File: src/rtl/bmp280_spi_pkg.sv
// Shared types and constants for the BMP280 SPI target emulator.
package bmp280_spi_pkg;

  typedef enum logic [2:0] {
    ST_IDLE,
    ST_ADDR,
    ST_RD,
    ST_WR_DATA,
    ST_WR_ADDR
  } state_t;

  localparam logic [6:0] CHIP_ID_ADDR = 7'h50;
  localparam int         RW_BIT       = 7;

endpackage

File: src/rtl/spi_sync_edge.sv
// N-stage input synchronizer with single-cycle rise/fall pulses on the
// synchronized level.
module spi_sync_edge #(
  parameter int   STAGES    = 2,
  parameter logic RESET_VAL = 1'b0
) (
  input  logic clk,
  input  logic rst_n,
  input  logic i_d,
  output logic o_q,
  output logic o_rise,
  output logic o_fall
);

  logic [STAGES-1:0] r_sync;
  logic              r_prev;

  // NOTE: non-blocking assignments make every stage sample the previous
  // stage's old value, so the chain really is STAGES flops deep.
  always_ff @(posedge clk or negedge rst_n) begin
    if (!rst_n) begin
      r_sync <= {STAGES{RESET_VAL}};
      r_prev <= RESET_VAL;
    end else begin
      r_sync <= {r_sync[STAGES-2:0], i_d};
      r_prev <= r_sync[STAGES-1];
    end
  end

  assign o_q    = r_sync[STAGES-1];
  assign o_rise = o_q & ~r_prev;
  assign o_fall = ~o_q & r_prev;

endmodule

File: src/rtl/bmp280_spi_target.sv
// SPI mode-0 target emulating the BMP280 register interface: chip-ID byte plus
// a 16-byte window loadable from a local parallel port.
module bmp280_spi_target
  import bmp280_spi_pkg::*;
#(
  parameter logic [7:0] CHIP_ID     = 8'h58,
  parameter logic [6:0] REG_BASE    = 7'h70,
  parameter int         SYNC_STAGES = 2
) (
  input  logic       clk12MHz,
  input  logic       rst_n,
  input  logic       csb,
  input  logic       sck,
  input  logic       sdi,
  output logic       sdo,
  output logic       sdo_oe,
  input  logic       host_wr_en,
  input  logic [3:0] host_wr_addr,
  input  logic [7:0] host_wr_data,
  output logic       spi_wr_strobe,
  output logic [3:0] spi_wr_addr,
  output logic [7:0] spi_wr_data,
  output logic       busy
);

  function automatic logic in_window(input logic [6:0] a);
    return (a >= REG_BASE) && (a <= REG_BASE + 7'd15);
  endfunction

  function automatic logic [3:0] win_off(input logic [6:0] a);
    logic [6:0] d;
    d = a - REG_BASE;
    return d[3:0];
  endfunction

  function automatic logic [6:0] next_addr(input logic [6:0] a);
    logic [3:0] o;
    o = win_off(a) + 4'd1;
    return in_window(a) ? REG_BASE + {3'b000, o} : a + 7'd1;
  endfunction

  logic w_csb, w_csb_rise, w_csb_fall;
  logic w_sck, w_sck_rise, w_sck_fall;
  logic w_sdi, w_sdi_rise, w_sdi_fall;
  logic w_unused;

  // csb resets low so that a falling edge needs csb seen high after reset.
  spi_sync_edge #(.STAGES(SYNC_STAGES), .RESET_VAL(1'b0)) u_sync_csb (
    .clk(clk12MHz), .rst_n(rst_n), .i_d(csb),
    .o_q(w_csb), .o_rise(w_csb_rise), .o_fall(w_csb_fall));
  spi_sync_edge #(.STAGES(SYNC_STAGES), .RESET_VAL(1'b0)) u_sync_sck (
    .clk(clk12MHz), .rst_n(rst_n), .i_d(sck),
    .o_q(w_sck), .o_rise(w_sck_rise), .o_fall(w_sck_fall));
  spi_sync_edge #(.STAGES(SYNC_STAGES), .RESET_VAL(1'b0)) u_sync_sdi (
    .clk(clk12MHz), .rst_n(rst_n), .i_d(sdi),
    .o_q(w_sdi), .o_rise(w_sdi_rise), .o_fall(w_sdi_fall));

  assign w_unused = ^{w_sck, w_sdi_rise, w_sdi_fall};

  state_t     r_state, w_state_nxt;
  logic [2:0] r_bit_cnt;
  logic [7:0] r_shift, r_tx;
  logic [6:0] r_addr, w_rd_addr;
  logic [7:0] r_mem [16];
  logic       r_armed;
  logic [7:0] w_byte, w_rd_data;
  logic       w_last, w_load, w_commit;
  logic [3:0] w_wr_off;

  assign w_byte   = {r_shift[6:0], w_sdi};
  assign w_last   = w_sck_rise && (r_bit_cnt == 3'd7);
  assign w_wr_off = win_off(r_addr);
  assign busy     = r_armed & ~w_csb;

  // NOTE: every output of this block gets a default first, so no path can
  // leave a value unassigned and infer a latch.
  always_comb begin
    w_state_nxt = r_state;
    w_rd_addr   = r_addr;
    w_load      = 1'b0;
    w_commit    = 1'b0;
    if (w_csb_rise) begin
      w_state_nxt = ST_IDLE;
    end else begin
      case (r_state)
        ST_IDLE: if (w_csb_fall) w_state_nxt = ST_ADDR;
        ST_ADDR, ST_WR_ADDR: if (w_last) begin
          w_rd_addr   = w_byte[6:0];
          w_load      = w_byte[RW_BIT];
          w_state_nxt = w_byte[RW_BIT] ? ST_RD : ST_WR_DATA;
        end
        ST_RD: if (w_last) begin
          w_rd_addr = next_addr(r_addr);
          w_load    = 1'b1;
        end
        ST_WR_DATA: if (w_last) begin
          w_commit    = in_window(r_addr);
          w_state_nxt = ST_WR_ADDR;
        end
        default: w_state_nxt = ST_IDLE;
      endcase
    end
  end

  assign w_rd_data = (w_rd_addr == CHIP_ID_ADDR) ? CHIP_ID :
                     in_window(w_rd_addr) ? r_mem[win_off(w_rd_addr)] : 8'h00;

  always_ff @(posedge clk12MHz or negedge rst_n) begin
    if (!rst_n) begin
      r_state       <= ST_IDLE;
      r_bit_cnt     <= 3'd0;
      r_shift       <= 8'h00;
      r_tx          <= 8'h00;
      r_addr        <= 7'h00;
      r_armed       <= 1'b0;
      sdo           <= 1'b0;
      sdo_oe        <= 1'b0;
      spi_wr_strobe <= 1'b0;
      spi_wr_addr   <= 4'h0;
      spi_wr_data   <= 8'h00;
    end else begin
      r_state       <= w_state_nxt;
      r_armed       <= r_armed | w_csb;
      spi_wr_strobe <= w_commit;
      if (w_commit) begin
        spi_wr_addr <= w_wr_off;
        spi_wr_data <= w_byte;
      end
      if (w_csb_rise || r_state == ST_IDLE) begin
        r_bit_cnt <= 3'd0;
        sdo       <= 1'b0;
        sdo_oe    <= 1'b0;
      end else begin
        if (w_sck_rise) begin
          r_shift   <= w_byte;
          r_bit_cnt <= r_bit_cnt + 3'd1;
          if (w_last && r_state != ST_WR_DATA) r_addr <= w_rd_addr;
          if (w_load) r_tx <= w_rd_data;
        end
        if (w_sck_fall && r_state == ST_RD) begin
          sdo    <= r_tx[7];
          r_tx   <= {r_tx[6:0], 1'b0};
          sdo_oe <= 1'b1;
        end
      end
    end
  end

  // NOTE: the window is a handful of flops that must read 8'h00 after reset,
  // so it is reset explicitly rather than treated as an uninitialised RAM.
  always_ff @(posedge clk12MHz or negedge rst_n) begin
    if (!rst_n) begin
      for (int i = 0; i < 16; i++) r_mem[i] <= 8'h00;
    end else begin
      if (host_wr_en) r_mem[host_wr_addr] <= host_wr_data;
      if (w_commit)   r_mem[w_wr_off]     <= w_byte;
    end
  end

endmodule

File: config.mk
export PLATFORM = sky130hd
export DESIGN_NAME = bmp280_spi_target
export DESIGN_NICKNAME = d
export VERILOG_FILES = /design/src/rtl/bmp280_spi_pkg.sv /design/src/rtl/spi_sync_edge.sv /design/src/rtl/bmp280_spi_target.sv
export SDC_FILE = /design/constraint.sdc
export NUM_CORES = 1
export LEC_CHECK = 0
export ABC_AREA = 1
export ABC_CLOCK_PERIOD_IN_PS = 6690
export CAP_MARGIN = 40
export CORE_ASPECT_RATIO = 1.4
export CORE_MARGIN = 3
export CORE_UTILIZATION = 50
export CTS_CLUSTER_SIZE = 8
export DETAILED_ROUTE_END_ITERATION = 8
export GPL_TIMING_DRIVEN = 0
export PLACE_DENSITY_LB_ADDON = 0.3
export SLEW_MARGIN = 15
export SYNTH_ARGS = -nofsm -noshare
export SYNTH_HDL_FRONTEND = slang
export SYNTH_SLANG_ARGS = --single-unit
File: constraint.sdc
create_clock -name clk12MHz -period 6.69 [get_ports clk12MHz]
set_input_delay 1.0035 -clock clk12MHz [delete_from_list [all_inputs] [get_ports clk12MHz]]
set_output_delay 1.0035 -clock clk12MHz [all_outputs]
set_load 0.03 [all_outputs]
; After elaboration in Yosys (flattened, before gate mapping)
; Index checks and enable logic that the tools add are counted.
; W data, S select, Z words.
[word_totals]
inputBits = 18
regBits = 180
wordCells = 130
output_inout_bits = 16
[classes]
bitwise_logic = 14
n_mux = 40
addsub = 6
reduce_logical = 18
eq_ne = 11
magnitude_cmp = 9
[ops]
columns = op, n
row1 = $bwmux W128, 2
row2 = $mux W128, 2
row3 = $mux W8, 9
row4 = $demux W8 S4, 2
row5 = $bmux W8 S4, 1
row6 = $mux W7, 4
row7 = $mux W3, 6
row8 = $ge A5 B5 Y1 const B, 3
row9 = $not A4 Y5, 3
row10 = $ge A7 B7 Y1 const B, 2
row11 = $le A7 B7 Y1 const B, 2
row12 = $pmux W7 S2, 1
row13 = $pmux W3 S4, 1
row14 = $mux W1, 11
row15 = $lt A5 B1 Y1 const B, 2
row16 = $reduce_bool A2 Y1, 4
row17 = $sub A4 B1 Y4 const B, 2
row18 = $add A7 B1 Y7 const B, 1
row19 = $eq A7 B7 Y1 const B, 1
row20 = $logic_and A1 B1 Y1, 7
row21 = $add A5 B5 Y6 const A, 1
row22 = $eq A3 B2 Y1 const B, 2
row23 = $eq A3 B3 Y1 const B, 2
row24 = $ne A3 B2 Y1 const B, 2
row25 = 15 further kinds, 25

; Depth between registers and ports, before layout
; Gate-level depths: netlist of the first run.
[logic_depth]
word_depth = 17
depth_mapped = 18
ltp_nobuf = 18

; Modules after synthesis
; A second synthesis of the first run with hierarchy kept.
[unflattened]
hier_cells = 1321
area_unflattened_um2 = 9993.3
[modules_own_cells]
columns = module, area_each_um2, seq_area_each_um2, n_inst, cells_per_inst
row1 = bmp280_spi_target, 9723.1, 4304.1, 1, 1300
row2 = spi_sync_edge, 90.1, 75.1, 3, 7

; Worst setup path before layout of the first run
; Ideal clock, no wire load.
[synth_path]
path_kind = input -> register
startpoint = in host_wr_en
endpoint = reg r_mem[73] (netlist name)
required_ns = 6.567
path_buffers = 1
cell_stages = 5
setup_slack_ns = 4.348
arrival_ns = 2.219
cell_sequence = clkbuf_1 -> nand2_1 -> nor2_1 -> mux2i_1 -> a21oi_1
[synth_via]
elab_chain_len = 3
[synth_lines]
columns = item, line_no
row1 = from (decl), bmp280_spi_target.sv:17  ; input logic host_wr_en,
row2 = $mux W128 (*), bmp280_spi_target.sv:155  ; if (host_wr_en) r_mem[host_wr_addr] <= host_wr_data;
row3 = $bwmux W128, bmp280_spi_target.sv:156  ; if (w_commit) r_mem[w_wr_off] <= w_byte;
row4 = $mux W128 (*), bmp280_spi_target.sv:156
row5 = "to (signal, indexed assignment)", bmp280_spi_target.sv:155
row6 = "to (signal, indexed assignment)", bmp280_spi_target.sv:156
row7 = to (decl), bmp280_spi_target.sv:64  ; logic [7:0] r_mem [16];
; Every way passes the cells marked *; elsewhere a longest branch is shown, timed or not.
; A chain may end at the register's enable or synchronous reset.

; Worst setup path in the final report of the first run
[layout_path]
startpoint = in host_wr_addr[2]
endpoint = reg r_mem[79] (netlist name)
[layout_via]
elab_chain_len = 9
word_cells_on_any_way = 10
[layout_lines]
columns = item, line_no
row1 = from (decl), bmp280_spi_target.sv:18  ; input logic [3:0] host_wr_addr,
row2 = $not A4 Y5 (not written as such) (*), bmp280_spi_target.sv:155
row3 = $ge A5 B5 Y1 (not written as such) / $lt A5 B1 Y1 (equally long branches), bmp280_spi_target.sv:155
row4 = $logic_and A1 B1 Y1 (not written as such), bmp280_spi_target.sv:155
row5 = $mux W8 (not written as such), bmp280_spi_target.sv:155
row6 = $demux W8 S4 (*), bmp280_spi_target.sv:155
row7 = $bwmux W128 (*), bmp280_spi_target.sv:155
row8 = $mux W128 (*), bmp280_spi_target.sv:155
row9 = $bwmux W128, bmp280_spi_target.sv:156
row10 = $mux W128 (*), bmp280_spi_target.sv:156
; Marks and branches as above.

==> metrics.txt, run 1 <==
Startpoint Class=input pin; post-synthesis mux area share=0.0352; Final Critical Period=about 3100 ps; YS warnings=0; total I/O pin count=34; crit path kind=input pin to flip-flop; Fillers=about 1,800; layout cell share with drive strength beyond 1=0.0914; Final Max Tran Viols=0; synth unique cells=37; Max-slew headroom=0.412; CP required=~7000 ps; DRT Wirelength=roughly 33 mm; Vias/cell=5.94; maximum vdd ir drop=a little under 0.2 mV; Tot GR Track Use=0.306; average cell area after synthesis=~7.7 sq um; initial antenna violation count=0; area grow syn2layout=12.0%; fraction of the mapped netlist area in compound gates=0.152; n_diodes=0; CP Launch Point=host_wr_addr[2]; r2r setup slk=slightly below 4000 ps; via count=9,529; largest family of logic cells by synthesized area=simple AND/OR/NAND/NOR gates; Worst setup endpoint=r_mem[79]$_DFF_PN0_; Starting Density=0.514; Die Span X=125 microns; worst r2r src=r_bit_cnt[0]$_DFFE_PN0P_; Hold/Removal Path Class=flip-flop to flip-flop; clk_skew=15.0 ps; final instance area=11,200 sq um; CTS tree=yes; hold_ws=347 ps; post-synthesis simple-gate area fraction=0.283; clk root buf=clkbuf_16; DR WL/cell=20.7 microns; vias in the first global route=8,971; cell area power density=338 nW/um^2; Tcrit/Tclk final=0.470; DP Worst Slack=3190 ps; final setup margin=3550 ps; CTS Buffer Depth=2; # setup viols final=0; first-pass GRT wire length=roughly 50 mm; post-cts resize count=0; drt initial violations=between 1,000 and 1,500; die area=21,700 sq um; Worst Path Max Fanout=10; reg2reg end=r_tx[7]$_DFFE_PN0P_; adder-cell share of the synthesized area=0.00753; DRT antenna net count=0; R2R depth=15; grt total ovfl=0; RSZ-0062 raised after global routing=false; Port Buffers=25; drt pass-1 iters=8; post-synthesis xor/xnor area fraction=0; CTS H-tree lvls=4; cts hold-fix bufs=0; syn nets=about 1,300; CP Capture Type=flip-flop; Die Ht=173 microns; Max-cap violations=0; row count=60; register area share after synthesis=0.452; Syn Std Cell Area=9960 sq um; GPL Wtd Cong=~1.1; most common cell after layout, fill and taps aside=nand2_1; HP Start=u_sync_sck.r_sync[0]$_DFF_PN0_; worst-margin pin slew=between 800 and 900 ps; run status=complete, no violations; layout net count=between 1,000 and 1,500; largest net degree at the start of global routing=just over 90; leak pwr=around 5.2 nW; core area=19,400 sq um; Num CTS Buffers=17; highest clock rate=318 MHz; Final Hold Violating Endpoints=0; clock-pin slew on the worst setup and hold paths=80 ps; most frequent cells in the layout=nand2_1, dfrtp_1, o21ai_0, nand3_1, nor2_1; Post-CTS Setup Inserts=0; WP data arrival=3470 ps; Mapped Cells=1,298; # clock sinks=180; Synth Register Bits=180; total power=0.00378 W; Placed Area=10,600 sq um; DRC violation count after routing=0; clk_lat worst skew=450 ps; dpl hpwl=23.6 mm
[cell usage after synthesis, drive strengths merged]
cell type	count	area share
dfrtp	180	0.45
nand2	346	0.14
ha	6	0.0075
nand3	147	0.078
clkinv	1	0.00038
a31oi	14	0.0088
clkbuf	23	0.0087
inv	77	0.030
nor2	145	0.063
o22ai	2	0.0013
a22oi	1	0.0021
nor3	4	0.0036
a21oi	92	0.049
o211ai	7	0.0053
buf	47	0.030
nand4	3	0.0019
o21ai	166	0.085
mux2i	35	0.035
a211oi	1	0.00075
bufinv	1	0.0018
[critical path, stage by stage]
cell and delay (ps):
clkdlybuf4s50_1 510, inv_1 80, nor2_1 360, clkinv_1 380, nor2_1 760, mux2i_1 280
a21oi_1 80
[power by group]
part | internal (W) | switching [W]
Combinational | 0.000383 | 0.000870
Clock | 0.000566 | 0.000463
Sequential | 0.00133 | 0.000161
[registers in the layout (all words and copies together) (netlist names)]
signal and flops:
r_mem 128, r_tx 8, spi_wr_data 8, r_addr 7
r_shift 7, spi_wr_addr 4, r_bit_cnt 3, r_state 3
u_sync_csb.r_sync 2, u_sync_sck.r_sync 2, u_sync_sdi.r_sync 2, r_armed 1
sdo 1, sdo_oe 1, spi_wr_strobe 1, u_sync_csb.r_prev 1
u_sync_sck.r_prev 1
[stage by stage]
step,util,setup TNS [ps],std cells
floorplan,-,0,1298
CTS,0.576,0,1604
global placement,0.543,-535590,1571
finish,0.576,0,1605
global route,0.576,0,1605
detailed placement,0.545,0,1572
[layout make-up]
type                       instances  area (sq um)  share of cell area
tap                              248           310              0.0278
sequential                       180          4500               0.404
buffer                            70           380              0.0341
inverter                          79           315              0.0283
timing repair buffer              27           294              0.0263
clock buffer                      19           443              0.0397
clock inverter                    13           148              0.0132
multi-input combinational        969          4760               0.427
[cell families after synthesis]
group | Yosys count
and+or+nand+nor | 645
adders and majority gates | 6
buffers and inverters | 149
muxes | 35
AOI/OAI and AO/OA | 283
DFF | 180
[routing by layer]
layer,GRT usage,part of all wire,up-vias
met5,0,0,-
met4,0.185,0.068,0
met1,0.383,0.38,4415
met2,0.493,0.46,576
met3,0.0566,0.093,143
li1,-,-,4395
[worst min path at each step]
| stage | end | depth (start not counted) |
|---|---|---|
| finish | u_sync_sck.r_sync[1]$_DFF_PN0_ | 0 |
| global route | u_sync_sck.r_sync[1]$_DFF_PN0_ | 0 |
| CTS | u_sync_sck.r_sync[1]$_DFF_PN0_ | 0 |
| detailed placement | u_sync_sck.r_sync[1]$_DFF_PN0_ | 0 |
| global placement | u_sync_sck.r_sync[1]$_DFF_PN0_ | 0 |
| floorplan | u_sync_csb.r_sync[1]$_DFF_PN0_ | 0 |
Power figures use the tool's default switching activity.
==> run 2: changes to the inputs <==
Settings changed: ABC_CLOCK_PERIOD_IN_PS 6690 to 2900.
Clock period 6.69 ns to 2.9 ns, I/O delays scaled along.
==> run 2 against run 1 <==
Via count shrank 0.78%; total power grew 130%; sequential share of layout area about the same; global-route usage is essentially flat; sequential cell count unchanged; clock-buffer cell count unchanged; sequential power up 130%; first-iteration DRC count up 3.1%; non-clock buffer count unchanged; critical endpoint is now r_tx[0]$_DFFE_PN0P_; largest cell class unchanged; largest power group unchanged.
==> metrics.txt, run 2 (synthesis results as in run 1) <==
CTS H-tree lvls=4 (unchanged); clk_skew=11.8 ps (was 15.0 ps); drt pass-1 iters=7 (was 8); initial antenna violation count=0 (unchanged); grt total ovfl=0 (unchanged); row count=60 (unchanged); DRT Wirelength=33.2 mm (about the same); CP required=3230 ps (was 7020 ps); die area=21,700 sq um (unchanged); Worst Path Max Fanout=10 (unchanged); area grow syn2layout=12.0% (about the same); drt initial violations=1,208 (was 1,172); clock-pin slew on the worst setup and hold paths=80 ps (about the same); run status=complete, no violations (unchanged); total I/O pin count=34 (unchanged); Max-cap violations=0 (unchanged); Top Registers=r_mem (128), r_tx (8), spi_wr_data (8) (unchanged); Global Route met1 Usage=0.383 (about the same); Flop pwr share=0.396 (about the same); DR WL/cell=20.7 microns (about the same); Startpoint Class=flip-flop (was input pin); leak pwr=5.18 nW (about the same); global-route met3 utilization=0.0566 (unchanged); Max-slew headroom=0.420 (was 0.412); met2 GRT Util=0.493 (unchanged); # setup viols final=0 (unchanged); Fillers=1,789 (was 1,791); Largest Register=r_mem (unchanged); Post-CTS Setup Inserts=0 (unchanged); Final Max Tran Viols=0 (unchanged); first-pass GRT wire length=51.5 mm (unchanged); Hold/Removal Path Class=input pin to asynchronous set/reset pin (was flip-flop to flip-flop); Final Hold Violating Endpoints=0 (unchanged); GPL Wtd Cong=1.09 (unchanged); # clock sinks=180 (unchanged); Tcrit/Tclk final=0.953; largest net degree at the start of global routing=92 (unchanged); crit path kind=flip-flop to flip-flop (was input pin to flip-flop); setup total negative slack=0 ps (unchanged); layout cell share with drive strength beyond 1=0.0914 (unchanged); n_diodes=0 (unchanged); layout net count=1,368 (unchanged); crit-path cells=ha_1 > ha_1 > inv_1 > nor2_4 > nand3_4 > nand2_1 > o21ai_4 > inv_4 > buf_2 > o211ai_1 > nand3_1 > nand3_1 > nand4_1 > nand2_1 (was clkdlybuf4s50_1 > inv_1 > nor2_1 > clkinv_1 > nor2_1 > mux2i_1 > a21oi_1); Num CTS Buffers=17 (unchanged); most frequent cells in the layout=nand2_1, dfrtp_1, o21ai_0, nand3_1, nor2_1 (unchanged); worst-margin pin slew=867 ps (was 882 ps); Largest stage delay, worst path=380 ps (was 760 ps); via count=9,455 (was 9,529); CTS tree=yes (unchanged); RSZ-0062 raised after global routing=false (unchanged); Internal Pwr Total=0.00527 W (was 0.00228 W); WP data arrival=3090 ps (was 3470 ps); highest clock rate=362 MHz; CP Capture Type=flip-flop (unchanged); dpl cells=1,572 (unchanged); most common cell after layout, fill and taps aside=nand2_1 (unchanged); DRT antenna net count=0 (unchanged); Final Critical Period=around 2800 ps; Comb pwr share=0.331 (was 0.332); Port Buffers=25 (unchanged); vias in the first global route=8,971 (unchanged); Tot GR Track Use=0.307 (was 0.306); switching share of power=0.395 (about the same); Die Ht=173 microns (unchanged); CP max stage cell=dfrtp_1 (was nor2_1); clk root buf=clkbuf_16 (unchanged); final setup margin=136 ps (was 3550 ps); total power=0.00872 W (was 0.00378 W); Final Instance Count excl. Fillers=1,605 (unchanged); delay-heaviest family, CP=simple AND/OR/NAND/NOR gates (unchanged); GRT busiest layer=met2 (unchanged); Starting Density=0.514 (unchanged); clk_lat worst skew=450 ps (about the same); dpl hpwl=23.6 mm (unchanged); cell area power density=781 nW/um^2 (was 338 nW/um^2); maximum vdd ir drop=0.456 mV (was 0.196 mV); R2R depth=14 (was 15); clock power share=0.274 (was 0.272); buffers plus inverters on the worst setup path=3 (unchanged); CTS Buffer Depth=2 (unchanged); Vias/cell=5.89 (was 5.94); Largest register FFs=128 (unchanged); Die Span X=125 microns (unchanged); number of stages on the worst setup path=14 (was 7); core area=19,400 sq um (unchanged); DP Worst Slack=-28.8 ps (was 3190 ps); DRC violation count after routing=0 (unchanged); Psw=0.00344 W (was 0.00149 W)
## run 2: cell types whose count changed in the layout (fill, tap and decap cells not counted)
| cell | change |
|---|---|
| buf_2 | -1 |
| clkbuf_4 | +1 |
## run 2: path summary, 6_finish.rpt
| kind | startpoint | slack, ps | to |
|---|---|---|---|
| worst max-delay path | r_bit_cnt[0]$_DFFE_PN0P_ | 140 | r_tx[0]$_DFFE_PN0P_ |
| worst min-delay path | rst_n | 20 | r_mem[126]$_DFF_PN0_ |
| worst max register to register | r_bit_cnt[0]$_DFFE_PN0P_ | 140 | r_tx[0]$_DFFE_PN0P_ |
| worst min register to register | u_sync_sck.r_sync[0]$_DFF_PN0_ | 350 | u_sync_sck.r_sync[1]$_DFF_PN0_ |
| max in group asynchronous | rst_n | 1930 | r_mem[49]$_DFF_PN0_ |
| min in group clk12MHz | u_sync_sck.r_sync[0]$_DFF_PN0_ | 350 | u_sync_sck.r_sync[1]$_DFF_PN0_ |
## run 2: per-stage QoR
stage / hold WS [ps] / utilization / cell area (sq um)
after global placement: 334 / 0.543 / 10500
after CTS: 47.4 / 0.576 / 11100
after detailed placement: 335 / 0.545 / 10600
after floorplan: 139 / - / 9960
final: 15.7 / 0.576 / 11200
after global routing: 80.5 / 0.576 / 11200
## run 2: worst reg2reg max path: stages, from the launching register on
cell,delay (ps)
dfrtp_1,380
ha_1,150
ha_1,200
inv_1,90
nor2_4,270
nand3_4,170
nand2_1,130
o21ai_4,100
inv_4,130
buf_2,340
o211ai_1,180
nand3_1,130
nand3_1,180
nand4_1,130
nand2_1,70
## run 2: power by group through the flow
stage               Combinational [W]  Clock [W]  Sequential [W]
finish                        0.00288    0.00238         0.00345
global route                  0.00315    0.00249         0.00350
CTS                           0.00279    0.00238         0.00343
detailed placement            0.00278          0         0.00347
global placement              0.00272          0         0.00346
floorplan                     0.00192          0         0.00335
## run 2: repair_timing
| action | in CTS | in global routing |
|---|---|---|
| gates resized for setup | 0 | 1 |
| endpoints found under the setup margin | 0 | 1 |
| hold buffers | 0 | 0 |
| hold endpoints to repair | 0 | 0 |
## run 2: area by class of cell
cell class	instances	area, sq um	area share
Tap cell	248	310	0.0278
Sequential cell	180	4500	0.404
Inverter	79	315	0.0282
Buffer	70	383	0.0343
Multi-Input combinational cell	969	4760	0.427
Timing Repair Buffer	27	294	0.0263
Clock inverter	13	148	0.0132
Clock buffer	19	443	0.0397
## run 2: layer usage
layer / share of wire / routed length (microns) / vias up
li1: - / - / 4389
met4: 0.069 / 2300 / 0
met5: 0 / 0 / -
met3: 0.094 / 3140 / 135
met1: 0.37 / 12300 / 4362
met2: 0.47 / 15500 / 569
